$ cat config.mk
export PLATFORM = sky130hd
export DESIGN_NAME = imm_extend_pipe
export DESIGN_NICKNAME = d
export VERILOG_FILES = /design/src/rtl/riscv_pkg.sv /design/src/rtl/imm_decode.sv /design/src/rtl/imm_extend_pipe.sv
export SDC_FILE = /design/constraint.sdc
export NUM_CORES = 1
export LEC_CHECK = 0
export BUFFER_PORTS_ARGS = -buffer_cell sky130_fd_sc_hd__clkbuf_2
export CORE_MARGIN = 5
export CORE_UTILIZATION = 30
export CTS_CLUSTER_SIZE = 16
export DETAILED_ROUTE_END_ITERATION = 6
export PLACE_DENSITY_LB_ADDON = 0.1
export SYNTH_ARGS = -nofsm -noshare
export SYNTH_HDL_FRONTEND = slang
export SYNTH_HIERARCHICAL = 1
export SYNTH_SLANG_ARGS = --single-unit
$ cat constraint.sdc
create_clock -name clk -period 2.61 [get_ports clk]
set_clock_uncertainty 0.05 [all_clocks]
set_input_delay 0.3915 -clock clk [delete_from_list [all_inputs] [get_ports clk]]
set_output_delay 0.3915 -clock clk [all_outputs]
set_load 0.05 [all_outputs]
$ cat src/rtl/riscv_pkg.sv
// Shared RISC-V decode types: immediate format selector and default datapath width.
package riscv_pkg;

   localparam int XLEN_DEFAULT = 32;

   typedef enum logic [2:0] {
      IMM_I = 3'd0,
      IMM_S = 3'd1,
      IMM_B = 3'd2,
      IMM_U = 3'd3,
      IMM_J = 3'd4,
      IMM_Z = 3'd5
   } immediate_type_e;

endpackage

$ cat src/rtl/imm_decode.sv
// Combinational immediate extractor: gathers the immediate bits of one instruction
// word and sign-extends them to XLEN; encodings 6 and 7 yield zero flagged illegal.
module imm_decode
   import riscv_pkg::*;
#(
   parameter int XLEN = XLEN_DEFAULT
) (
   input  immediate_type_e        imm_source,
   input  logic [31:0]            imm_instruction,
   output logic signed [XLEN-1:0] imm_value,
   output logic                   imm_illegal
);

   logic signed [31:0] imm_word;

   always_comb begin
      imm_word    = '0;
      imm_illegal = 1'b0;
      case (imm_source)
         IMM_I: imm_word = {{20{imm_instruction[31]}}, imm_instruction[31:20]};
         IMM_S: imm_word = {{20{imm_instruction[31]}}, imm_instruction[31:25],
                            imm_instruction[11:7]};
         IMM_B: imm_word = {{19{imm_instruction[31]}}, imm_instruction[31], imm_instruction[7],
                            imm_instruction[30:25], imm_instruction[11:8], 1'b0};
         IMM_U: imm_word = {imm_instruction[31:12], 12'b0};
         IMM_J: imm_word = {{11{imm_instruction[31]}}, imm_instruction[31],
                            imm_instruction[19:12], imm_instruction[20],
                            imm_instruction[30:21], 1'b0};
         IMM_Z: imm_word = {27'b0, imm_instruction[19:15]};
         default: imm_illegal = 1'b1;
      endcase
   end

   // Every format fits in 32 signed bits (Z is non-negative), so one signed widening
   // covers both sign- and zero-extension, including U-type on a 64-bit datapath.
   assign imm_value = XLEN'(imm_word);

endmodule

$ cat src/rtl/imm_extend_pipe.sv
// Immediate extender with a DEPTH-entry valid/ready output FIFO; the decode result
// is written straight into the buffer, giving one cycle from accept to head.
module imm_extend_pipe
   import riscv_pkg::*;
#(
   parameter int XLEN  = XLEN_DEFAULT,
   parameter int DEPTH = 2
) (
   input  logic                   clk,
   input  logic                   rst,
   input  logic                   in_valid,
   output logic                   in_ready,
   input  immediate_type_e        imm_source,
   input  logic [31:0]            imm_instruction,
   output logic                   out_valid,
   input  logic                   out_ready,
   output logic [XLEN-1:0]        imm_extended,
   output logic                   imm_illegal,
   output logic [$clog2(DEPTH):0] occupancy
);

   localparam int PTR_W = $clog2(DEPTH);
   localparam int OCC_W = PTR_W + 1;
   localparam logic [OCC_W-1:0] FULL_OCC = OCC_W'(DEPTH);

   logic signed [XLEN-1:0] dec_value_p0;
   logic                   dec_illegal_p0;

   logic signed [XLEN-1:0] data_mem_p1    [DEPTH];
   logic                   illegal_mem_p1 [DEPTH];
   logic [PTR_W-1:0]       wr_ptr;
   logic [PTR_W-1:0]       rd_ptr;
   logic [OCC_W-1:0]       occ_q;
   logic                   push;
   logic                   pop;

   // Stage p0: combinational decode of the incoming request
   imm_decode #(.XLEN(XLEN)) u_decode (
      .imm_source      (imm_source),
      .imm_instruction (imm_instruction),
      .imm_value       (dec_value_p0),
      .imm_illegal     (dec_illegal_p0)
   );

   assign in_ready  = (occ_q != FULL_OCC);
   assign out_valid = (occ_q != '0);
   assign push      = in_valid && in_ready;
   assign pop       = out_valid && out_ready;
   assign occupancy = occ_q;

   // Stage p1: buffer control; pointers wrap naturally since DEPTH is a power of two
   always_ff @(posedge clk) begin
      if (rst) begin
         wr_ptr <= '0;
         rd_ptr <= '0;
         occ_q  <= '0;
      end else begin
         if (push) wr_ptr <= wr_ptr + PTR_W'(1);
         if (pop)  rd_ptr <= rd_ptr + PTR_W'(1);
         case ({push, pop})
            2'b10:   occ_q <= occ_q + OCC_W'(1);
            2'b01:   occ_q <= occ_q - OCC_W'(1);
            default: occ_q <= occ_q;
         endcase
      end
   end

   // A write landing during reset is harmless: the pointers restart and it is never read.
   always_ff @(posedge clk) begin
      if (push) begin
         data_mem_p1[wr_ptr]    <= dec_value_p0;
         illegal_mem_p1[wr_ptr] <= dec_illegal_p0;
      end
   end

   assign imm_extended = out_valid ? data_mem_p1[rd_ptr]    : '0;
   assign imm_illegal  = out_valid ? illegal_mem_p1[rd_ptr] : 1'b0;

endmodule

==> flow_metrics.env <==
export IMPL_dpl_cell_area_mm2=0.00372
export IMPL_cts_resized_gates=0
export IMPL_rsz0062_at_grt="false"
export IMPL_worst_path_max_fanout=14
export IMPL_seq_power_share_pct=34.9
export IMPL_crit_buf_inv=2
export IMPL_ys_seq_elements=71
export IMPL_leakagePower_nw=1.54
export IMPL_fin_area_mm2=0.00390
export IMPL_numPortBuffers=68
export IMPL_diodes=0
export IMPL_final_nets=354
export IMPL_wl_um=7440
export IMPL_multi_input_area_mm2=0.00105
export IMPL_worst_pin_slew_ps=630
export IMPL_switching_share_pct=46.2
export IMPL_via_per_inst=4.65
export IMPL_met2_usage_pct=19.3
export IMPL_die_x_um=114
export IMPL_grt_first_pass_wirelength_um=11500
export IMPL_row_count=38
export IMPL_synth_nets=286
export IMPL_final_cell_mix="68 x clkbuf_2, 66 x edfxtp_1, 38 x nor2_1"
export IMPL_ir_worst_vdd_uv=444
export IMPL_cts_setup_buffers=0
export IMPL_max_clock_path_buffers=2
export IMPL_drc=0
export IMPL_hp_class="input port to flop"
export IMPL_timing_slew_headroom_pct=57.9
export IMPL_outcome="complete, no violations"
export IMPL_cts_tree="done"
export IMPL_ys_flop_type="edfxtp_1"
export IMPL_synth_edff_count=66
export IMPL_hpwl_um=4870
export IMPL_p_clk_share_pct=18.1
export IMPL_maxSlewViolCount=0
export IMPL_start_kind="flop"
export IMPL_grt_max_degree=35
export IMPL_seq_area_mm2=0.00208
export IMPL_cts_sinks=71
export IMPL_grt_pass1_vias=2113
export IMPL_cap_violations=0
export IMPL_finalHoldViolations=0
export IMPL_max_freq_ghz=0.457
export IMPL_drt_first_pass_iters=4
export IMPL_place_ws_ps=719
export IMPL_setup_viol=0
export IMPL_worstSetupPathType="flop to output pin"
export IMPL_io_pins=76
export IMPL_clkSlewWorstSetupHoldPaths_ps=70
export IMPL_yosysWarnings=6
export IMPL_ys_async_sr_fraction_pct=0
export IMPL_end_kind="output pin"
export IMPL_core_mm2=0.0107
export IMPL_worstPathArrival_ps=1750
export IMPL_holdBufCountCts=0
export IMPL_place_inst=443
export IMPL_syn_inst=246
export IMPL_synth_cell_types=33
export IMPL_ant_nets=0
export IMPL_dieArea_mm2=0.0130
export IMPL_nFillCells=1080
export IMPL_stdcell_count=458
export IMPL_vias=2131
export IMPL_start_util_pct=30.3
export IMPL_antenna_found_initial=0
export IMPL_top_usage_layer="met2"
export IMPL_synth_avg_cell_area_um2=13.2
export IMPL_p_int_mw=2.42
export IMPL_cp_cell_sequence="buf_12 -> mux2i_1 -> nor2_1 -> clkbuf_2"
export IMPL_required_ps=2170
export IMPL_fin_crit_ps=2190
export IMPL_gp_congestion=0.734
export IMPL_power_density_mw_per_mm2=1160
export IMPL_slowest_delay_ps=630
export IMPL_drive_above_1_share_pct=28.9
export IMPL_die_height_um=114
export IMPL_combPwrFrac_pct=47.1
export IMPL_final_common_cell="clkbuf_2"
export IMPL_p_switching_mw=2.08
export IMPL_worst_slack_ps=423
export IMPL_htreeDepth=3
export IMPL_netlist_area_mm2=0.00324
export IMPL_layout_area_overhead_vs_synth_pct=20.2
export IMPL_path_delay_family="flip-flops"
export IMPL_first_iter_violations=71
export IMPL_grt_overflow=0
export IMPL_clk_latency_ps=330
export IMPL_use_met3_pct=4.67
export IMPL_grtUsageMet1_pct=14.9
export IMPL_synth_seq_area_share_pct=64.2
export IMPL_track_usage_pct=11.9
export IMPL_timing_final_crit_share_pct=83.8
export IMPL_cts_root_buf="clkbuf_8"
export IMPL_routedWlPerCell_um=16.2
export IMPL_slowest_stage="dfxtp_2"
export IMPL_cts_buffers=9
export IMPL_tns_ps=0
## path summary, 6_finish.rpt
path | from | end | slack [ps] | cells past startpoint
min reg2reg | rd_ptr | flop | 460 | 2
min | rst | wr_ptr | 230 | 2
max reg2reg | occupancy[0] | data_mem_p1[1][17] | 890 | 3
max | flop | imm_extended[6] | 420 | 4
## kinds of logic after synthesis
kind of cell	count (synthesis)	synth area share [%]
AO/OA/AOI/OAI	47	9.49
buffers and inverters	20	3.47
adder cells (fa/ha/maj)	2	0.733
flip-flops	71	64.2
multiplexers	34	10.5
AND/OR/NAND/NOR	68	10.5
XOR/XNOR	4	1.08
## cell usage after synthesis (2+ instances only)
cell type	instances	area, µm²
a221o_1	4	40.0
and2b_1	4	30.0
nand3b_1	2	15.0
buf_2	6	30.0
inv_1	3	11.3
nor2_1	39	146
o21ai_0	4	20.0
a21o_1	12	90.1
buf_4	4	30.0
buf_6	2	22.5
dfxtp_1	5	100
edfxtp_1	66	1980
a21oi_1	16	80.1
nor3b_1	4	30.0
a211oi_1	2	15.0
mux2i_1	34	340
and2_1	3	18.8
o22ai_1	7	43.8
nor2b_1	7	43.8
nand2_1	4	15.0
xnor2_1	2	17.5
xor2_1	2	17.5
clkbuf_1	4	15.0
## power groups by stage
| stage | Clock, mW | Combinational [mW] | Sequential [mW] |
|---|---|---|---|
| 2_1_floorplan | 0 | 1.64 | 1.59 |
| 3_3_place_gp | 0 | 2.16 | 1.60 |
| 3_5_place_dp | 0 | 2.18 | 1.60 |
| 4_1_cts | 0.840 | 2.18 | 1.58 |
| 5_1_grt | 0.891 | 2.28 | 1.60 |
| 6_report | 0.814 | 2.12 | 1.57 |
## metrics by stage
stage / hold WS, ps / util [%] / power [mW]
2_1_floorplan: 411 / - / 3.23
3_3_place_gp: 442 / 34.8 / 3.76
3_5_place_dp: 448 / 34.8 / 3.78
4_1_cts: 220 / 36.4 / 4.60
5_1_grt: 221 / 36.4 / 4.77
6_report: 232 / 36.4 / 4.50
## registers in the layout (all words and copies together) (netlist names), named ones only
name	count
occupancy	2
data_mem_p1	64
wr_ptr	1
illegal_mem_p1	2
rd_ptr	1
## cell type report
class | instances | share of cell area [%]
Inverter | 3 | 0.289
Timing Repair Buffer | 74 | 10.2
Sequential cell | 71 | 53.5
Multi-Input combinational cell | 155 | 27.0
Clock buffer | 10 | 3.28
Clock inverter | 5 | 1.28
Tap cell | 140 | 4.50
## routing by layer
layer,routed length [µm],vias to the layer above,part of all wire (%)
met5,0,-,0
met4,63,0,0.85
met3,472,6,6.3
met2,3610,64,49
met1,3290,1023,44
li1,-,1038,-
(Power assumes the default switching activity.)
